File: config.mk
export PLATFORM = sky130hd
export DESIGN_NAME = axis_tx_downsizer
export DESIGN_NICKNAME = d
export VERILOG_FILES = /design/src/rtl/eth_axis_pkg.sv /design/src/rtl/axis_keep_scan.sv /design/src/rtl/axis_tx_downsizer.sv
export SDC_FILE = /design/constraint.sdc
export NUM_CORES = 1
export LEC_CHECK = 0
export CAP_MARGIN = 30
export CORE_UTILIZATION = 57
export CTS_CLUSTER_SIZE = 14
export DETAILED_ROUTE_END_ITERATION = 10
export GPL_ROUTABILITY_DRIVEN = 1
export PLACE_DENSITY = 0.93
export SLEW_MARGIN = 20
export SYNTH_ARGS = -nofsm -noshare
export SYNTH_HDL_FRONTEND = slang
export SYNTH_SLANG_ARGS = --single-unit
File: constraint.sdc
create_clock -name aclk -period 4.8 [get_ports aclk]
set_input_delay 0.96 -clock aclk [delete_from_list [all_inputs] [get_ports aclk]]
set_output_delay 0.96 -clock aclk [all_outputs]
set_load 0.02 [all_outputs]
File: src/rtl/eth_axis_pkg.sv
// Shared constants and types for the Ethernet AXI-Stream datapath.
// Byte width, tuser error bit position and the downsizer state enum.
package eth_axis_pkg;

  localparam int BYTE_W       = 8;
  localparam int USER_ERR_BIT = 0;

  typedef enum logic {
    IDLE  = 1'b0,
    SHIFT = 1'b1
  } state_e;

endpackage

File: src/rtl/axis_keep_scan.sv
// Combinational lowest-set-bit finder over a keep mask.
// Ports: mask in; idx (lowest set lane), found (any set), last (one set).
module axis_keep_scan #(
  parameter int KW = 8,
  parameter int IW = (KW > 1) ? $clog2(KW) : 1
) (
  input  logic [KW-1:0] mask,
  output logic [IW-1:0] idx,
  output logic          found,
  output logic          last
);

  always_comb begin
    idx   = '0;
    found = |mask;
    // Scan downward so the lowest set lane writes last and wins.
    for (int i = KW - 1; i >= 0; i--) begin
      if (mask[i]) idx = IW'(i);
    end
    last = found && ((mask & (mask - KW'(1))) == '0);
  end

endmodule

File: src/rtl/axis_tx_downsizer.sv
// Wide AXI-Stream TX beats to a byte stream for the GMII transmitter.
// Ports: aclk/aresetn, s_axis_* wide input, m_axis_* byte out, error_null_last.
module axis_tx_downsizer
  import eth_axis_pkg::*;
#(
  parameter int DATA_WIDTH = 64,
  parameter int KEEP_WIDTH = DATA_WIDTH / 8,
  parameter int USER_WIDTH = 1
) (
  input  logic                  aclk,
  input  logic                  aresetn,
  input  logic [DATA_WIDTH-1:0] s_axis_tdata,
  input  logic [KEEP_WIDTH-1:0] s_axis_tkeep,
  input  logic                  s_axis_tvalid,
  output logic                  s_axis_tready,
  input  logic                  s_axis_tlast,
  input  logic [USER_WIDTH-1:0] s_axis_tuser,
  output logic [BYTE_W-1:0]     m_axis_tdata,
  output logic                  m_axis_tvalid,
  input  logic                  m_axis_tready,
  output logic                  m_axis_tlast,
  output logic [USER_WIDTH-1:0] m_axis_tuser,
  output logic                  error_null_last
);

  localparam int IW = (KEEP_WIDTH > 1) ? $clog2(KEEP_WIDTH) : 1;

  state_e                state_q, state_d;
  logic [DATA_WIDTH-1:0] data_q, data_d;
  logic [KEEP_WIDTH-1:0] rem_q, rem_d;
  logic                  last_q, last_d;
  logic [USER_WIDTH-1:0] user_q, user_d;
  logic                  err_q, err_d;
  logic [BYTE_W-1:0]     odata_q, odata_d;
  logic                  ovalid_q, ovalid_d;
  logic                  olast_q, olast_d;
  logic [USER_WIDTH-1:0] ouser_q, ouser_d;
  logic                  null_q, null_d;
  logic                  run_q, run_d;

  logic                  s_ready;
  logic                  load;
  logic                  use_new;
  logic                  take;
  logic [KEEP_WIDTH-1:0] scan_mask;
  logic [IW-1:0]         scan_idx;
  logic                  scan_found;
  logic                  scan_last;
  logic [DATA_WIDTH-1:0] src_data;
  logic                  src_last;
  logic [USER_WIDTH-1:0] src_user;
  logic                  err_acc;
  logic                  pick_last;
  logic [BYTE_W-1:0]     pick;
  logic [USER_WIDTH-1:0] eop_user;
  logic [USER_WIDTH-1:0] null_user;

  // run_q keeps tready low while in reset and raises it on the first edge.
  assign s_ready = run_q &
    ((state_q == IDLE) | ((rem_q == '0) & m_axis_tready));
  assign load    = s_axis_tvalid & s_ready;

  // The held beat is exhausted once rem_q is empty: the next pick
  // comes from the incoming beat instead.
  assign use_new   = (state_q == IDLE) | (rem_q == '0);
  assign scan_mask = use_new ? s_axis_tkeep : rem_q;
  assign src_data  = use_new ? s_axis_tdata : data_q;
  assign src_last  = use_new ? s_axis_tlast : last_q;
  assign src_user  = use_new ? s_axis_tuser : user_q;
  assign err_acc   = use_new ?
    (err_q | s_axis_tuser[USER_ERR_BIT]) : err_q;
  assign pick_last = src_last & scan_last;

  axis_keep_scan #(
    .KW (KEEP_WIDTH),
    .IW (IW)
  ) u_scan (
    .mask  (scan_mask),
    .idx   (scan_idx),
    .found (scan_found),
    .last  (scan_last)
  );

  always_comb begin
    pick      = '0;
    for (int i = 0; i < KEEP_WIDTH; i++) begin
      if (scan_idx == IW'(i)) pick = src_data[i*BYTE_W +: BYTE_W];
    end
    eop_user  = src_user;
    eop_user[USER_ERR_BIT]  = err_acc;
    null_user = src_user;
    null_user[USER_ERR_BIT] = 1'b1;
  end

  always_comb begin
    state_d  = state_q;
    data_d   = data_q;
    rem_d    = rem_q;
    last_d   = last_q;
    user_d   = user_q;
    err_d    = err_q;
    odata_d  = odata_q;
    ovalid_d = ovalid_q;
    olast_d  = olast_q;
    ouser_d  = ouser_q;
    null_d   = 1'b0;
    run_d    = 1'b1;
    take     = 1'b0;

    unique case (state_q)
      IDLE: take = load;
      SHIFT: begin
        if (m_axis_tready) begin
          if ((rem_q != '0) || load) begin
            take = 1'b1;
          end else begin
            state_d  = IDLE;
            ovalid_d = 1'b0;
            olast_d  = 1'b0;
            ouser_d  = '0;
          end
        end
      end
      default: state_d = IDLE;
    endcase

    if (take) begin
      if (use_new) begin
        data_d = s_axis_tdata;
        last_d = s_axis_tlast;
        user_d = s_axis_tuser;
        err_d  = err_acc;
      end
      unique case (1'b1)
        scan_found: begin
          state_d  = SHIFT;
          ovalid_d = 1'b1;
          odata_d  = pick;
          olast_d  = pick_last;
          ouser_d  = pick_last ? eop_user : '0;
          rem_d    = scan_mask & ~(KEEP_WIDTH'(1) << scan_idx);
          if (pick_last) err_d = 1'b0;
        end
        (!scan_found && src_last): begin
          // Empty closing beat: still terminate the frame, flagged bad.
          state_d  = SHIFT;
          ovalid_d = 1'b1;
          odata_d  = '0;
          olast_d  = 1'b1;
          ouser_d  = null_user;
          rem_d    = '0;
          err_d    = 1'b0;
          null_d   = 1'b1;
        end
        default: begin
          state_d  = IDLE;
          ovalid_d = 1'b0;
          olast_d  = 1'b0;
          ouser_d  = '0;
          rem_d    = '0;
        end
      endcase
    end
  end

  always_ff @(posedge aclk or negedge aresetn) begin
    if (!aresetn) begin
      state_q  <= IDLE;
      data_q   <= '0;
      rem_q    <= '0;
      last_q   <= 1'b0;
      user_q   <= '0;
      err_q    <= 1'b0;
      odata_q  <= '0;
      ovalid_q <= 1'b0;
      olast_q  <= 1'b0;
      ouser_q  <= '0;
      null_q   <= 1'b0;
      run_q    <= 1'b0;
    end else begin
      state_q  <= state_d;
      data_q   <= data_d;
      rem_q    <= rem_d;
      last_q   <= last_d;
      user_q   <= user_d;
      err_q    <= err_d;
      odata_q  <= odata_d;
      ovalid_q <= ovalid_d;
      olast_q  <= olast_d;
      ouser_q  <= ouser_d;
      null_q   <= null_d;
      run_q    <= run_d;
    end
  end

  assign s_axis_tready   = s_ready;
  assign m_axis_tdata    = odata_q;
  assign m_axis_tvalid   = ovalid_q;
  assign m_axis_tlast    = olast_q;
  assign m_axis_tuser    = ouser_q;
  assign error_null_last = null_q;

endmodule

### After elaboration in Yosys (flattened, before gate mapping)

Cells that the tools add are included.

| cells by class | value |
|---|---|
| add/subtract/negate cells | 1 |
| equal/unequal tests | 8 |
| shifts and indexed selects | 1 |
| multiplexer cells | 43 |
| bitwise logic cells | 11 |
| reduce and logical (&&, ||, !) cells | 15 |

Operators with widths:

| operator | number |
|---|---|
| 2-to-1 mux 8 bit | 10 |
| 2-to-1 mux 64 bit | 1 |
| 2-to-1 mux 3 bit | 8 |
| 2-to-1 mux 1 bit | 19 |
| AND 8 bit | 2 |
| logical NOT 8 bit | 2 |
| one-hot mux 8 bit (2 select lines) | 1 |
| equality test 3 bit (second input constant) | 4 |
| OR reduction 9 bit | 1 |
| NOT 8 bit | 1 |
| one-hot mux 1 bit (2 select lines) | 4 |
| nonzero test 8 bit | 1 |
| OR reduction 8 bit | 1 |
| << shifter 1 x 3 -> 8 bit (first input constant) | 1 |
| subtractor 8 x 1 -> 8 bit (second input constant) | 1 |
| equality test 3 x 2 -> 1 bit (second input constant) | 2 |
| nonzero test 2 bit | 3 |
| AND 1 bit | 4 |
| equality test 3 x 1 -> 1 bit (second input constant) | 1 |
| logical NOT 3 bit | 1 |
| OR 1 bit | 3 |
| AND reduction 3 bit | 1 |
| logical AND 1 bit | 2 |
| inequality test 2 bit (second input constant) | 1 |
| 4 further kinds | 4 |

| word-level totals | value |
|---|---|
| bits in registers | 88 |
| output and inout bits | 13 |
| word-level logic and storage cells | 90 |

### Longest topological paths before layout

Gate-level depths: netlist of the first run.

| depth | value |
|---|---|
| word-level depth | 21 |
| gate-level depth with buffers | 12 |
| depth with buffers taken out | 8 |

### Modules after synthesis

Synthesis of the first run repeated with hierarchy kept, for this count alone.

| unflattened totals | value |
|---|---|
| cells, all modules | 456 |
| area total of the unflattened synthesis | 5009.8 µm² |

By module, submodules not included:

| module | times used | cells an instance | area an instance (µm²) | seq. area each (µm²) |
|---|---|---|---|---|
| axis_tx_downsizer | 1 | 432 | 4847.1 | 2202.1 |
| axis_keep_scan | 1 | 24 | 162.7 | 0.0 |

### Worst setup path after synthesis of the first run

Ideal clock, no wire load.

| timing | value |
|---|---|
| kind | input -> register |
| from | in s_axis_tkeep[3] |
| to | reg odata_q[1] (netlist: m_axis_tdata[1]) |
| data arrival time | 2947 ps |
| data required time | 4670 ps |
| slack | 1723 ps |
| stages | 9 |
| cell sequence | or4b_2 -> o21ai_0 -> o21a_1 -> and2_1 -> buf_6 -> a21oi_4 -> mux2_1 -> a22oi_1 -> a31oi_1 |

| between the ends | value |
|---|---|
| word-level cells in the longest chain between the ends | 15 |
| elaborated cells on any way between the ends | 27 |
| classes of those cells | eq/ne (7); mux (14); reduce/logical (6) |

Ends and longest elaborated chain:

| element | RTL line | text |
|---|---|---|
| start: declaration | axis_tx_downsizer.sv:13 | `input logic [KEEP_WIDTH-1:0] s_axis_tkeep,` |
| 2-to-1 mux 8 bit * | axis_tx_downsizer.sv:66 | `assign scan_mask = use_new ? s_axis_tkeep : rem_q;` |
| 2-to-1 mux 3 bit (4 in a row) | axis_keep_scan.sv:18 | `if (mask[i]) idx = IW'(i);` |
| logical NOT 3 bit | axis_tx_downsizer.sv:87 | `if (scan_idx == IW'(i)) pick = src_data[i*BYTE_W +: BYTE_W];` |
| 2-to-1 mux 8 bit (8 in a row) | axis_tx_downsizer.sv:87 |  |
| one-hot mux 8 bit (2 select lines) | axis_tx_downsizer.sv:134 | `unique case (1'b1)` |
| end signal: assignment | axis_tx_downsizer.sv:187 | `odata_q <= odata_d;` |
| end: declaration | axis_tx_downsizer.sv:34 | `logic [BYTE_W-1:0] odata_q, odata_d;` |

Every way passes the cells marked *; elsewhere a longest branch is shown, timed or not.
A chain may end at the register's enable or synchronous reset.

### Worst setup path after layout of the first run

| timing | value |
|---|---|
| from | in s_axis_tkeep[3] |
| to | reg odata_q[2] (netlist: m_axis_tdata[2]) |

The elaborated chain is that of the path after synthesis.

==> results.md, run 1 <==
* Status: finished, final reports clean
* Async SR Flop Fraction at between 90% and 100%
* Initial Utilization at between 50% and 60%
* Largest net degree at the start of global routing at 54
* R2r startpoint: rem_q[6]$_DFFE_PN0P_
* Final core utilization at approximately 74%
* Clock buffer depth at 2
* Nets at 665
* Flop-to-flop setup slack at 1220 ps
* Finished Layout Cells at 697
* Mapped cell area at roughly 0.005 sq mm
* Instance area at placement at 0.005974 sq mm
* Post-route DRC at 0
* Leakage at ~2.6 nW
* Die area at 0.009135 sq mm
* GP Congestion at approximately 0.90
* Unrepaired setup endpoints after global routing: false
* Total CTS buffers at 9
* Startpoint Class: input port
* Setup Slack @ Placement at between 700 and 800 ps
* Area growth, synth to finish at 23.46%
* Setup tns final at 0 ps
* DP HPWL at 9784 um
* Setup CP Type: in2reg
* Die X at ~96 um
* CTS Sinks at between 80 and 90
* Setup crit end kind: register
* Grt total ovfl at 0
* Max_slew headroom at 47.99%
* Fmax at 265.0 MHz
* Synth cell types at 60
* Fill cell count at 580
* First-pass GRT wire length at 22,440 um
* Arrival @ worst endpoint at between 4000 and 5000 ps
* Skew-Pair Late Insertion Delay at 370 ps
* Clk pin slew, worst setup/hold paths at 90 ps
* Worst-path maximum fanout at 23
* Most frequent cells in the layout: nand2_1, clkdlybuf4s50_1, dfrtp_1, mux2_2, a31oi_1
* Synth warn at 0
* Crit path time final at 3773 ps
* Vias in the first global route at 4,571
* Post-route cell area at 0.006162 sq mm
* # Post-CTS Setup Buffers at 0
* Hold_ws at 508.9 ps
* N_diodes at 0
* DIE HEIGHT at 95.58 um
* Reg2Reg Depth at 8
* Top FF cell, synth: dfrtp_1
* Most common cell after layout, fill and taps aside: nand2_1
* Crit path launch: s_axis_tkeep[3]
* IO Pins at 91
* Worst setup skew after layout at 6.521 ps
* Peak VDD IR at 0.2960 mV
* Seq/Total Area, Yosys at between 40 and 50%
* Hold Crit Class: reg2reg
* CTS tree: yes
* Core footprint at ~0.0083 sq mm
* Slew at the pin closest to its max-slew limit at 777.4 ps
* Final setup fails at 0
* DR vias/cell at 6.656
* DRT Pass-1 Iters at 5
* All-layer global routing usage at 32.68%
* MaxCap Viol Count at 0
* CTS Root Cell: clkbuf_8
* Cell Rows at 33
* Worst reg2reg endpoint: m_axis_tdata[6]$_DFFE_PN0P_
* Port Buf Inserts at 90
* Layout cell share with drive strength beyond 1 at approximately a fifth
* Mapped Nets at 587
* Max Slew Vio Count at 0
* Post-cts resize count at 0
* Power per cell area at 718.0 mW/mm^2
* CP required at 5040 ps
* First DRT Iteration DRCs at 434
* WL final at between 10,000 and 15,000 um
* Yosys reg bits at between 80 and 90
* Final Hold Viols at 0
* H-tree levels at 3
* Period utilization at 78.60%
* Post-synth EDFFs at 0
* Hold buffers post-CTS at 0
* Syn_area_per_cell at 9.806 sq um
* Worst setup path end: m_axis_tdata[2]$_DFFE_PN0P_
* Final WS setup at 1027 ps
* Initial antenna violation count at 0
* PnR Total Power at around 4.4 mW
* # placed instances at 681
* Total number of vias at 4,639
* Syn Inst Count at 509
* Avg WL per Cell at approximately 20 um
* Final ANT Viol Nets at 0
[registers in the layout, summed over array words and instances (netlist names)]
name,cells
data_q,64
m_axis_tdata,8
rem_q,8
err_q,1
error_null_last,1
last_q,1
m_axis_tlast,1
m_axis_tuser,1
m_axis_tvalid,1
run_q,1
state_q,1
[worst max-delay path, cell delays in order]
cell,delay [ps]
clkdlybuf4s50_1,540
or4b_2,620
o21ai_0,350
o21a_1,210
nand2_2,340
mux4_2,410
a221oi_1,440
o21ai_0,130
[cells by family after synthesis]
family	after synthesis	synth area share [%]
buffers and inverters	37	3.184
AO/OA/AOI/OAI	143	19.93
XOR/XNOR	1	0.1755
multiplexers	84	18.90
other	1	0.07513
AND/OR/NAND/NOR	155	13.61
flip-flops	88	44.12
[worst min path at each step]
stage,start,to,cells past startpoint
floorplan,last_q$_DFFE_PN0P_,last_q$_DFFE_PN0P_,2
global placement,last_q$_DFFE_PN0P_,last_q$_DFFE_PN0P_,2
detailed placement,m_axis_tdata[7]$_DFFE_PN0P_,m_axis_tdata[7]$_DFFE_PN0P_,1
CTS,last_q$_DFFE_PN0P_,last_q$_DFFE_PN0P_,2
global route,data_q[21]$_DFFE_PN0P_,data_q[21]$_DFFE_PN0P_,1
finish,last_q$_DFFE_PN0P_,last_q$_DFFE_PN0P_,2
[area by class of cell]
| cell class | count | area, sq um | area share [%] |
|---|---|---|---|
| multi-input cells | 384 | 2636 | 42.78 |
| flip-flops and latches | 88 | 2202 | 35.74 |
| repair buffers | 99 | 985.9 | 16.00 |
| clock buffers | 11 | 131.4 | 2.132 |
| well taps | 105 | 131.4 | 2.132 |
| clock inverters | 5 | 56.30 | 0.9137 |
| inverters | 5 | 18.77 | 0.3046 |
[where the power goes]
part           leakage (nW)  total (mW)  switching, mW  internal, mW
clock                0.0937       0.519          0.278         0.242
combinational          1.42        2.57           1.49          1.07
sequential             1.07        1.34          0.242          1.10
[per-layer routing]
layer	wire length, um	global-route usage [%]	up-vias
met3	1276	6.858	60
met4	508	13.93	0
li1	-	-	2039
met2	6717	52.62	311
met1	5523	42.78	2229
met5	0	0	-
[synth_stat cells (2+ instances only)]
| library cell | n | share of area, % |
|---|---|---|
| nand2_1 | 100 | 7.5 |
| dfrtp_1 | 88 | 44 |
| mux2_2 | 71 | 16 |
| a31oi_1 | 44 | 5.5 |
| a21oi_1 | 28 | 2.8 |
| clkbuf_1 | 20 | 1.5 |
| nor2_1 | 20 | 1.5 |
| mux2i_1 | 11 | 2.2 |
| o21ai_0 | 11 | 1.1 |
| a22oi_1 | 9 | 1.4 |
| a221oi_1 | 7 | 1.2 |
| a31o_2 | 7 | 1.2 |
| buf_2 | 7 | 0.70 |
| and2_1 | 6 | 0.75 |
| o31ai_1 | 6 | 0.90 |
| inv_1 | 5 | 0.38 |
| or2_2 | 5 | 0.63 |
| and3_1 | 3 | 0.38 |
| buf_1 | 3 | 0.23 |
| nand2b_1 | 3 | 0.38 |
| nand3_1 | 3 | 0.30 |
| nor4_1 | 3 | 0.38 |
| o21a_1 | 3 | 0.45 |
| o21bai_1 | 3 | 0.45 |
| o311ai_0 | 3 | 0.53 |
| or4_1 | 3 | 0.45 |
| nor3_1 | 2 | 0.20 |
| o21ai_1 | 2 | 0.20 |
| o311a_1 | 2 | 0.40 |
Power figures use the tool's default switching activity.
==> inputs of run 2 (changes only) <==
--- a/config.mk
+++ b/config.mk
@@ -6,11 +6,11 @@
 export NUM_CORES = 1
 export LEC_CHECK = 0
 export CAP_MARGIN = 30
-export CORE_UTILIZATION = 57
+export CORE_UTILIZATION = 53
 export CTS_CLUSTER_SIZE = 14
 export DETAILED_ROUTE_END_ITERATION = 10
 export GPL_ROUTABILITY_DRIVEN = 1
-export PLACE_DENSITY = 0.93
+export PLACE_DENSITY = 0.88
 export SLEW_MARGIN = 20
 export SYNTH_ARGS = -nofsm -noshare
 export SYNTH_HDL_FRONTEND = slang
==> constraint.sdc (replaced) <==
create_clock -name aclk -period 3.9 [get_ports aclk]
set_input_delay 0.78 -clock aclk [delete_from_list [all_inputs] [get_ports aclk]]
set_output_delay 0.78 -clock aclk [all_outputs]
set_load 0.02 [all_outputs]
==> results.md, run 2 (same netlist as run 1, synthesis figures left out) <==
* Status: finished, final reports clean
* Die X at 99.04 um (+3.6%)
* DP HPWL at 9804 um (+0.21%)
* Core footprint at 0.009196 sq mm (+10%)
* Post-cts resize count at 0 (unchanged)
* # placed instances at 692 (+1.6%)
* Port Buf Inserts at 90 (unchanged)
* First-pass GRT wire length at 22,340 um (-0.46%)
* DRT Pass-1 Iters at 5 (unchanged)
* # Post-CTS Setup Buffers at 0 (unchanged)
* N_diodes at 0 (unchanged)
* Hold_ws at 336.3 ps (-172.7 ps)
* Most flop-heavy register: data_q
* Final ANT Viol Nets at 0 (unchanged)
* Total number of vias at 4,536 (-2.2%)
* CTS tree: yes
* Clock buffer depth at 2 (unchanged)
* Grt total ovfl at 0 (unchanged)
* Vias in the first global route at 4,460 (-2.4%)
* Setup CP Type: reg2out
* Crit path time final at 3449 ps
* Die area at 0.009809 sq mm (+7.4%)
* IO Pins at 91 (unchanged)
* Arrival @ worst endpoint at 2670 ps (-1340 ps)
* Cell Rows at 35 (+6.1%)
* DR WL met2 at 6688 um (-0.43%)
* H-tree levels at 3 (unchanged)
* Max FFs per register at 64 (unchanged)
* Final Hold Viols at 0 (unchanged)
* Worst-path maximum fanout at 12 (-48%)
* Fmax at 289.9 MHz
* Worst setup skew after layout at 4.984 ps (-1.538 ps)
* MaxCap Viol Count at 0 (unchanged)
* Clk pin slew, worst setup/hold paths at 90 ps (about the same)
* Avg WL per Cell at 19.20 um (-4.6%)
* Met3 Routed Length at 1027 um (-20%)
* Final core utilization at 68.14% (-5.7 points)
* First DRT Iteration DRCs at 422 (-2.8%)
* Post-route DRC at 0 (unchanged)
* Skew-Pair Late Insertion Delay at 370 ps (about the same)
* Setup crit end kind: output pin
* Max_slew headroom at 44.00% (-4.0 points)
* Largest net degree at the start of global routing at 67 (+24%)
* Startpoint Class: register
* Leakage at 2.628 nW (+1.9%)
* DIE HEIGHT at 99.04 um (+3.6%)
* Power per cell area at 894.4 mW/mm^2 (+25%)
* Total CTS buffers at 9 (unchanged)
* Unrepaired setup endpoints after global routing: false
* Initial Utilization at 54.27% (-5.6 points)
* Setup tns final at 0 ps (unchanged)
* CTS Root Cell: clkbuf_8
* GP Congestion at 0.8891 (-1.5%)
* Peak VDD IR at 0.3974 mV (+34%)
* Most frequent cells in the layout: nand2_1, clkdlybuf4s50_1, dfrtp_1, mux2_2, a31oi_1
* Max Slew Vio Count at 0 (unchanged)
* Most common cell after layout, fill and taps aside: nand2_1
* CTS Sinks at 88 (unchanged)
* All-layer global routing usage at 29.23% (-3.4 points)
* Nets at 670 (+0.75%)
* Area growth, synth to finish at 25.55%
* DR vias/cell at 6.416 (-3.6%)
* PnR Total Power at 5.604 mW (+27%)
* Final setup fails at 0 (unchanged)
* Initial antenna violation count at 0 (unchanged)
* CP required at 3120 ps (-1920 ps)
* M1 WL at 5436 um (-1.6%)
* Hold Crit Class: in2async
* Highest metal used: met4
* WL final at 13,580 um (-3.2%)
* Finished Layout Cells at 707 (+1.4%)
* Slew at the pin closest to its max-slew limit at 840.0 ps (+62.60 ps)
* Period utilization at 88.44%
* Hold buffers post-CTS at 0 (unchanged)
* Layout cell share with drive strength beyond 1 at 20.64% (+0.71 points)
==> run 2: report_power, final <==
part | internal, mW | leakage (nW) | switching, mW
clock network | 0.423 | 0.113 | 0.333
registers | 1.35 | 1.07 | 0.290
logic | 1.38 | 1.45 | 1.83
==> run 2: stage by stage <==
step           worst slack, ps  cell area, sq um
2_1_floorplan             1003              4991
3_3_place_gp             214.8              6005
3_5_place_dp             181.6              6032
4_1_cts                  472.4              6266
5_1_grt                  365.4              6266
6_report                 451.0              6266
==> run 2: layout make-up <==
cell class                 count  area (sq um)
fill                         681          2930
multi-input combinational    384          2636
sequential                    88          2202
timing repair buffer         104          1036
tap                          111         138.9
clock buffer                  10         127.6
clock inverter                 5         106.4
inverter                       5         18.77
==> run 2: final timing paths <==
check                                     start                     endpoint  slack (ps)  cells after the start
min                                     aresetn         rem_q[0]$_DFFE_PN0P_         340                      1
min reg2reg                  last_q$_DFFE_PN0P_           last_q$_DFFE_PN0P_         490                      2
max reg2reg                rem_q[6]$_DFFE_PN0P_  m_axis_tdata[2]$_DFFE_PN0P_         490                      8
min in group aclk            last_q$_DFFE_PN0P_           last_q$_DFFE_PN0P_         490                      2
max                        rem_q[6]$_DFFE_PN0P_                s_axis_tready         450                      4
max in group asynchronous               aresetn       data_q[54]$_DFFE_PN0P_        2950                      2
==> run 2: per-layer routing <==
layer	vias to the layer above	global-route usage [%]
met5	-	0
met4	0	12.51
met3	39	4.397
met2	253	48.57
met1	2195	38.18
li1	2049	-
==> run 2: worst max-delay path: stages, from the launching register on <==
cell and delay [ps]:
dfrtp_1 530, or4_1 720, o21ai_2 230, and3_1 210, clkdlybuf4s50_1 610
==> inputs of run 3 (changes only) <==
--- a/config.mk
+++ b/config.mk
@@ -7,7 +7,7 @@
 export LEC_CHECK = 0
 export CAP_MARGIN = 30
 export CORE_UTILIZATION = 53
-export CTS_CLUSTER_SIZE = 14
+export CTS_CLUSTER_SIZE = 10
 export DETAILED_ROUTE_END_ITERATION = 10
 export GPL_ROUTABILITY_DRIVEN = 1
 export PLACE_DENSITY = 0.88
==> results of run 3 <==
The final DEF is identical to that of run 2; final timing and power are the same.
